<file path="config.mk">
export PLATFORM = sky130hd
export DESIGN_NAME = gap_scan
export DESIGN_NICKNAME = d
export VERILOG_FILES = /design/src/rtl/gap_pkg.sv /design/src/rtl/gap_lane_step.sv /design/src/rtl/gap_scan.sv
export SDC_FILE = /design/constraint.sdc
export NUM_CORES = 1
export LEC_CHECK = 0
export ABC_AREA = 1
export CAP_MARGIN = 20
export CELL_PAD_IN_SITES_DETAIL_PLACEMENT = 0
export CELL_PAD_IN_SITES_GLOBAL_PLACEMENT = 1
export CORE_MARGIN = 2
export CORE_UTILIZATION = 47
export DETAILED_ROUTE_END_ITERATION = 10
export GPL_TIMING_DRIVEN = 0
export PLACE_DENSITY_LB_ADDON = 0.1
export SYNTH_ARGS = -nofsm -noshare
export SYNTH_HDL_FRONTEND = slang
export SYNTH_HIERARCHICAL = 1
export SYNTH_SLANG_ARGS = --single-unit
</file>
<file path="constraint.sdc">
create_clock -name clk -period 6.6 [get_ports clk]
set_input_delay 1.32 -clock clk [delete_from_list [all_inputs] [get_ports clk]]
set_output_delay 1.32 -clock clk [all_outputs]
set_load 0.005 [all_outputs]
</file>
<file path="src/rtl/gap_pkg.sv">
// Shared types for the gap scanner: FSM states, accumulator record and output width helper.
package gap_pkg;

    // Accumulator fields are sized for any DATA_W up to 65535; modules truncate to CNT_W.
    localparam int unsigned ACC_W = 16;

    typedef enum logic [1:0] {
        IDLE,
        SCAN,
        DONE
    } state_t;

    typedef struct packed {
        logic [ACC_W-1:0] cur_len;
        logic [ACC_W-1:0] cur_start;
        logic [ACC_W-1:0] best_len;
        logic [ACC_W-1:0] best_pos;
        logic [ACC_W-1:0] count;
    } acc_t;

    function automatic int unsigned cnt_w(input int unsigned data_w);
        return $clog2(data_w + 1);
    endfunction

endpackage

</file>
<file path="src/rtl/gap_lane_step.sv">
// Combinational run tracker: folds LANES bits (LSB first) into the accumulator.
module gap_lane_step
    import gap_pkg::*;
#(
    parameter int unsigned LANES = 2
) (
    input  acc_t             acc,
    input  logic [LANES-1:0] bits,
    input  logic [ACC_W-1:0] base,
    input  logic             mode,
    output acc_t             acc_nx
);

    always_comb begin
        acc_nx = acc;
        for (int unsigned i = 0; i < LANES; i++) begin
            if (bits[i] == mode) begin
                if (acc_nx.cur_len == '0) begin
                    acc_nx.cur_start = base + ACC_W'(i);
                    acc_nx.count     = acc_nx.count + ACC_W'(1);
                end
                acc_nx.cur_len = acc_nx.cur_len + ACC_W'(1);
                // Strictly greater, so an equal later run never displaces an earlier one.
                if (acc_nx.cur_len > acc_nx.best_len) begin
                    acc_nx.best_len = acc_nx.cur_len;
                    acc_nx.best_pos = acc_nx.cur_start;
                end
            end else begin
                acc_nx.cur_len = '0;
            end
        end
    end

endmodule

</file>
<file path="src/rtl/gap_scan.sv">
// Serial longest-run scanner: LANES bits per cycle, start/busy/done handshake.
module gap_scan
    import gap_pkg::*;
#(
    parameter int unsigned DATA_W = 32,
    parameter int unsigned LANES  = 2,
    parameter int unsigned CNT_W  = cnt_w(DATA_W)
) (
    input  logic              clk,
    input  logic              rst,
    input  logic              start,
    input  logic [DATA_W-1:0] data,
    input  logic              mode,
    output logic              busy,
    output logic              done,
    output logic [CNT_W-1:0]  gap,
    output logic [CNT_W-1:0]  gap_pos,
    output logic [CNT_W-1:0]  run_cnt
);

    localparam logic [ACC_W-1:0] LAST_BASE = ACC_W'(DATA_W - LANES);
    localparam logic [ACC_W-1:0] BASE_INC  = ACC_W'(LANES);

    state_t            state;
    state_t            state_nx;
    logic              accept_c;
    logic              last_c;
    acc_t              acc;
    acc_t              acc_step;
    logic [DATA_W-1:0] shreg;
    logic              mode_q;
    logic [ACC_W-1:0]  base;

    gap_lane_step #(
        .LANES (LANES)
    ) u_step (
        .acc    (acc),
        .bits   (shreg[LANES-1:0]),
        .base   (base),
        .mode   (mode_q),
        .acc_nx (acc_step)
    );

    // State register
    always_ff @(posedge clk) begin
        if (rst) begin
            state <= IDLE;
        end else begin
            state <= state_nx;
        end
    end

    // Next state and start acceptance
    always_comb begin
        state_nx = state;
        accept_c = 1'b0;
        last_c   = (base == LAST_BASE);
        case (state)
            IDLE: begin
                if (start) begin
                    accept_c = 1'b1;
                    state_nx = SCAN;
                end
            end
            SCAN: begin
                if (last_c) begin
                    state_nx = DONE;
                end
            end
            DONE: begin
                if (start) begin
                    accept_c = 1'b1;
                    state_nx = SCAN;
                end else begin
                    state_nx = IDLE;
                end
            end
            default: state_nx = IDLE;
        endcase
    end

    // Datapath: word shifter, index counter, accumulator and result registers
    always_ff @(posedge clk) begin
        if (rst) begin
            busy    <= 1'b0;
            done    <= 1'b0;
            gap     <= '0;
            gap_pos <= '0;
            run_cnt <= '0;
            acc     <= '0;
            shreg   <= '0;
            mode_q  <= 1'b0;
            base    <= '0;
        end else begin
            busy <= (state_nx == SCAN);
            done <= (state_nx == DONE);
            if (accept_c) begin
                shreg  <= data;
                mode_q <= mode;
                acc    <= '0;
                base   <= '0;
            end else if (state == SCAN) begin
                acc   <= acc_step;
                shreg <= shreg >> LANES;
                base  <= base + BASE_INC;
                // Results publish together with done and hold through the next scan.
                if (last_c) begin
                    gap     <= CNT_W'(acc_step.best_len);
                    gap_pos <= CNT_W'(acc_step.best_pos);
                    run_cnt <= CNT_W'(acc_step.count);
                end
            end
        end
    end

endmodule

</file>
==> metrics.md, run 1 <==
| Metric | Value |
|---|---|
| Startpoint Class | `flip-flop` |
| Pre-CTS setup slack | `0.243 ns` |
| Slew @ Worst Pin | `0.574 ns` |
| Yosys warning total | `6` |
| Final WL | `22,700 um` |
| Final GP Congestion | `0.927` |
| Pin count of the biggest net entering global routing | `17` |
| Post-Layout Cell Count | `1,541` |
| Clock sinks | `120` |
| Sequential share of power | `0.288` |
| Fin crit period | `6.11 ns` |
| Hold path start | `acc[37]` |
| Die width | `134 um` |
| Hold EP | `acc[37]` |
| # IOs | `56` |
| Final design utilization | `0.566` |
| H-tree levels | `4` |
| Internal Power | `1640 uW` |
| Clk slew on worst S/H paths | `0.07 ns` |
| Clock Latency Late Sink | `0.42 ns` |
| Average wire per standard cell | `14.7 um` |
| RSZ-0062 raised after global routing | `false` |
| Crit Reg-Reg Endpoint | `acc[37]` |
| Avg Inst Size Synth | `6.50 um2` |
| Number of max-cap violations | `0` |
| Leak pwr | `0.00401 uW` |
| CTS buffer count | `17` |
| Hold path depth | `2` |
| Status | `complete, no violations` |
| IO Port Bufs | `54` |
| Final period utilization | `0.925` |
| Vias in the first global route | `7,506` |
| CP max stage cell | `nor4_2` |
| R2r worst-path depth | `28` |
| Crit Path Category | `reg2reg` |
| Critical path's largest stage delay | `0.49 ns` |
| RR Startpoint | `acc[64]` |
| Height of the chip | `134 um` |
| Placed cell count | `1,509` |
| Area after DPL | `8830 um2` |
| CP required | `6.96 ns` |
| Core ar. | `16,600 um2` |
| Hold violation total from the final report | `0` |
| Pwr per Cell Area | `290 nW/um2` |
| Setup slack, reg-to-reg | `0.49 ns` |
| Most common cell after layout, fill and taps aside | `nand2_1` |
| VDD IR-drop max | `0.000181 V` |
| Total number of vias | `7,866` |
| All-Layer GR Usage | `0.263` |
| Initial antenna violation count | `0` |
| Layout area overhead | `17.8%` |
| Slew Viols, Final | `0` |
| TNS Setup | `0 ns` |
| Crit path top cell by count | `nand2_1` |
| Final worst slack | `0.493 ns` |
| Commonest cells after routing, fill and taps aside | `nand2_1 (359), inv_1 (132), dfxtp_1 (120)` |
| Die area | `18,100 um2` |
| Initial drt markers | `471` |
| HP Class | `reg2reg` |
| Initial Util | `0.481` |
| Clock power frac | `0.335` |
| Root Buffer | `clkbuf_16` |
| Postcts setup bufs | `0` |
| Mapped Area | `8000 um2` |
| Sw power | `1100 uW` |
| Detailed placer's ending HPWL | `17,800 um` |
| First-pass detailed-route iteration total | `5` |
| Final-stage net count | `1,384` |
| CP Capture Type | `flip-flop` |
| DRC | `0` |
| FP Rows | `47` |
| Diode count | `0` |
| Overflow after GRT | `0` |
| Gate power share | `0.377` |
| First-pass GRT wire length | `37,900 um` |
| Worst Path Max Fanout | `10` |
| Post-DRT Antenna Nets | `0` |
| Post-route cell area | `9420 um2` |
| Achievable Freq | `164 MHz` |
| Max-slew headroom | `0.617` |
| Share of layout cells above drive strength 1 | `0.116` |
| CTS tree | `built` |
| Synthesized netlist cell count | `1,231` |
| CTS Buffer Depth | `2` |
| WP data arrival | `6.46 ns` |
| Vias per cell | `5.10` |
| Clk_skew | `0.0116 ns` |
| Final setup fails | `0` |
| Sw Share | `0.402` |
[sequential cells by signal (all words and copies together), names as in the netlist]
name     cells
acc         50
base        15
busy         1
done         1
gap          6
gap_pos      6
mode_q       1
run_cnt      6
shreg       32
state        2
[power by group through the flow]
stage	Sequential (uW)	Combinational, uW	Clock, uW
final	788	1030	916
after global routing	793	1160	966
after CTS	788	1020	934
after detailed placement	804	1010	0
after global placement	803	1010	0
after floorplan	799	714	0
[what timing repair did]
item | CTS | global route
gates resized for setup | 0 | 5
hold buffers | 0 | 0
endpoints found under the setup margin | 0 | 15
[through the flow]
| step | power, uW | hold WS (ns) |
|---|---|---|
| finish | 2740 | 0.462 |
| detailed placement | 1820 | 0.452 |
| CTS | 2740 | 0.462 |
| floorplan | 1510 | 0.433 |
| global route | 2920 | 0.480 |
| global placement | 1810 | 0.447 |
[area by class of cell]
cell class / count / area (um2)
Multi-Input combinational cell: 888 / 4640
Fill cell: 1685 / 7220
Sequential cell: 120 / 2400
Clock buffer: 17 / 425
Buffer: 77 / 418
Timing Repair Buffer: 54 / 541
Inverter: 150 / 563
Clock inverter: 15 / 156
Tap cell: 220 / 275
[per-layer routing]
| metal | global-route usage | up-vias | wire (um) |
|---|---|---|---|
| met4 | 0.0737 | 0 | 298 |
| met3 | 0.0345 | 20 | 913 |
| met5 | 0 | - | 0 |
| li1 | - | 4118 | - |
| met1 | 0.359 | 3568 | 10900 |
| met2 | 0.438 | 160 | 10600 |
[worst max-delay path by stage]
stage | from | to | slack (ns) | depth (start not counted)
2_1_floorplan | acc[64] | acc[33] | 2.28 | 31
3_3_place_gp | acc[64] | acc[21] | 0.28 | 26
3_5_place_dp | acc[64] | acc[21] | 0.24 | 26
4_1_cts | acc[64] | acc[21] | 0.19 | 26
5_1_grt | acc[64] | acc[37] | 0.13 | 28
6_report | acc[64] | acc[37] | 0.49 | 28
[critical path: cells and delay by family, from the launching register on]
family	cells	cell delay (ns)
adders and majority gates	3	0.63
buffers and inverters	6	1.48
DFF	1	0.46
and+or+nand+nor	15	2.66
AOI/OAI and AO/OA	4	0.81
Note: power is estimated with default switching activity, not from simulation.
==> run 2: changes to the inputs <==
--- a/config.mk
+++ b/config.mk
@@ -10,11 +10,10 @@
 export CELL_PAD_IN_SITES_DETAIL_PLACEMENT = 0
 export CELL_PAD_IN_SITES_GLOBAL_PLACEMENT = 1
 export CORE_MARGIN = 2
-export CORE_UTILIZATION = 47
+export CORE_UTILIZATION = 46
 export DETAILED_ROUTE_END_ITERATION = 10
 export GPL_TIMING_DRIVEN = 0
 export PLACE_DENSITY_LB_ADDON = 0.1
 export SYNTH_ARGS = -nofsm -noshare
 export SYNTH_HDL_FRONTEND = slang
-export SYNTH_HIERARCHICAL = 1
 export SYNTH_SLANG_ARGS = --single-unit
==> metrics.md, run 2 <==
| Metric | Value |
|---|---|
| Status | `complete, no violations` |
| Largest register FFs | `50` |
| Final GP Congestion | `0.895` |
| Yosys top cell by area | `dfxtp_1` |
| Startpoint Class | `flip-flop` |
| Layout area overhead | `18.1%` |
| First-pass GRT wire length | `38,700 um` |
| First-pass detailed-route iteration total | `5` |
| Vias per cell | `5.32` |
| Postcts setup bufs | `0` |
| All-Layer GR Usage | `0.274` |
| Hold_buf cts | `0` |
| Largest cells by area after synthesis | `dfxtp_1 (30%), nand2_1 (15%), inv_1 (8.4%)` |
| Ys async rst share | `0` |
| Synthesized netlist cell count | `1,234` |
| Slew @ Worst Pin | `0.917 ns` |
| Commonest cells post-synth | `nand2_1 (324), inv_1 (177), dfxtp_1 (120)` |
| Number of synthesized flops with an enable pin | `0` |
| Fin crit period | `5.87 ns` |
| Post-route cell area | `9330 um2` |
| Core ar. | `16,700 um2` |
| Clock Latency Late Sink | `0.43 ns` |
| Post-Layout Cell Count | `1,540` |
| RR Startpoint | `acc[67]` |
| FP Rows | `47` |
| Die area | `18,200 um2` |
| Primary FF master, synth | `dfxtp_1` |
| Height of the chip | `135 um` |
| Crit path top cell by count | `nand2_1` |
| Hold path start | `acc[38]` |
| Sequential area share after synthesis | `0.304` |
| Fillers | `1,729` |
| HP Class | `reg2reg` |
| Crit Path Category | `reg2reg` |
| CTS tree | `built` |
| Beginning of the critical path | `acc[67]` |
| Biggest regs | `acc: 50 flops, shreg: 32 flops, base: 15 flops` |
| Initial Util | `0.473` |
| H-tree levels | `4` |
| Initial antenna violation count | `0` |
| Max-slew headroom | `0.389` |
| Average wire per standard cell | `16.0 um` |
| TNS Setup | `0 ns` |
| # IOs | `56` |
| Count leader, synth | `nand2_1` |
| Most common cell after layout, fill and taps aside | `nand2_1` |
| Syn_nets | `1,309` |
| CP max stage cell | `clkbuf_1` |
| Achievable Freq | `170 MHz` |
| Area after DPL | `8710 um2` |
| Mapped Area | `7890 um2` |
| Leak pwr | `0.00416 uW` |
| Final setup fails | `0` |
| Post-DRT Antenna Nets | `0` |
| Die width | `135 um` |
| Share of the synthesized area in the top cell type | `0.304` |
| Worst Path Max Fanout | `10` |
| IO Port Bufs | `54` |
| CTS buffer count | `17` |
| Yosys warning total | `0` |
| RSZ-0062 raised after global routing | `false` |
| Post-cts resize count | `0` |
| Clk slew on worst S/H paths | `0.06 ns` |
| Clk_skew | `0.00870 ns` |
| Library cells used by synthesis | `41` |
| WP data arrival | `6.25 ns` |
| Root Buffer | `clkbuf_16` |
| Final WL | `24,700 um` |
| Final period utilization | `0.889` |
| CP Capture Type | `flip-flop` |
| Avg Inst Size Synth | `6.40 um2` |
| Final-stage net count | `1,382` |
| CTS Buffer Depth | `2` |
| Hold violation total from the final report | `0` |
| CP required | `6.98 ns` |
| Overflow after GRT | `0` |
| Number of max-cap violations | `0` |
| Top reg by flops | `acc` |
| Share of layout cells above drive strength 1 | `0.0591` |
| Critical path's largest stage delay | `0.53 ns` |
| Diode count | `0` |
| DRC | `0` |
| VDD IR-drop max | `0.000194 V` |
| Pin count of the biggest net entering global routing | `17` |
| Commonest cells after routing, fill and taps aside | `nand2_1 (324), inv_1 (177), dfxtp_1 (120)` |
| Clock sinks | `120` |
| Detailed placer's ending HPWL | `18,700 um` |
| Slew Viols, Final | `0` |
| Total number of vias | `8,193` |
| Pwr per Cell Area | `263 nW/um2` |
| Placed cell count | `1,508` |
| Initial drt markers | `656` |
| Synth Register Bits | `120` |
| Vias in the first global route | `7,436` |
[run 2: final cells by class]
class	count	area (um2)	area share
Clock inverter	14	186	0.0200
Tap cell	220	275	0.0295
Buffer	53	220	0.0236
Inverter	185	699	0.0750
Clock buffer	18	429	0.0460
Timing Repair Buffer	54	541	0.0580
Sequential cell	120	2400	0.258
Multi-Input combinational cell	876	4570	0.490
[run 2: logic make-up after synthesis]
group | count (synthesis) | synth area share
AO/OA/AOI/OAI | 217 | 0.162
XOR/XNOR | 9 | 0.0109
buffers and inverters | 238 | 0.116
flip-flops | 120 | 0.304
adder cells (fa/ha/maj) | 39 | 0.0618
AND/OR/NAND/NOR | 611 | 0.344
[run 2: per-stage QoR]
| step | hold slack [ns] | worst slack (ns) | power (uW) | util |
|---|---|---|---|---|
| 2_1_floorplan | 0.439 | 2.53 | 1250 | - |
| 3_3_place_gp | 0.451 | 0.979 | 1450 | 0.522 |
| 3_5_place_dp | 0.455 | 0.997 | 1450 | 0.522 |
| 4_1_cts | 0.464 | 0.947 | 2440 | 0.558 |
| 5_1_grt | 0.478 | 0.368 | 2570 | 0.558 |
| 6_report | 0.462 | 0.731 | 2460 | 0.558 |
[run 2: path summary, 6_finish.rpt]
| check | cells after the start | to | slack (ns) |
|---|---|---|---|
| setup reg to reg | 31 | gap_pos[4] | 0.73 |
| hold reg to reg | 2 | acc[38] | 0.46 |
| setup / recovery | 31 | gap_pos[4] | 0.73 |
| hold / removal | 2 | acc[38] | 0.46 |
[run 2: per-layer routing]
| layer | routed length, um | share of wire | vias up | global-route usage |
|---|---|---|---|---|
| li1 | - | - | 4187 | - |
| met1 | 12000 | 0.49 | 3716 | 0.394 |
| met2 | 10700 | 0.43 | 256 | 0.425 |
| met3 | 1590 | 0.065 | 34 | 0.0432 |
| met4 | 384 | 0.016 | 0 | 0.0770 |
| met5 | 0 | 0 | - | 0 |
[run 2: power by group]
group          total, uW  internal, uW  leakage, uW  switching (uW)
clock                997           604     0.000295             392
sequential           783           762     0.000978            20.9
combinational        675           203      0.00289             472
[run 2: worst max-delay path: cells and delay by family (launching register included)]
| kind | cells | cell delay (ns) |
|---|---|---|
| flops | 1 | 0.31 |
| fa+ha+maj | 2 | 0.59 |
| simple gates | 21 | 3.09 |
| buf+inv | 7 | 1.59 |
| compound gates | 1 | 0.23 |
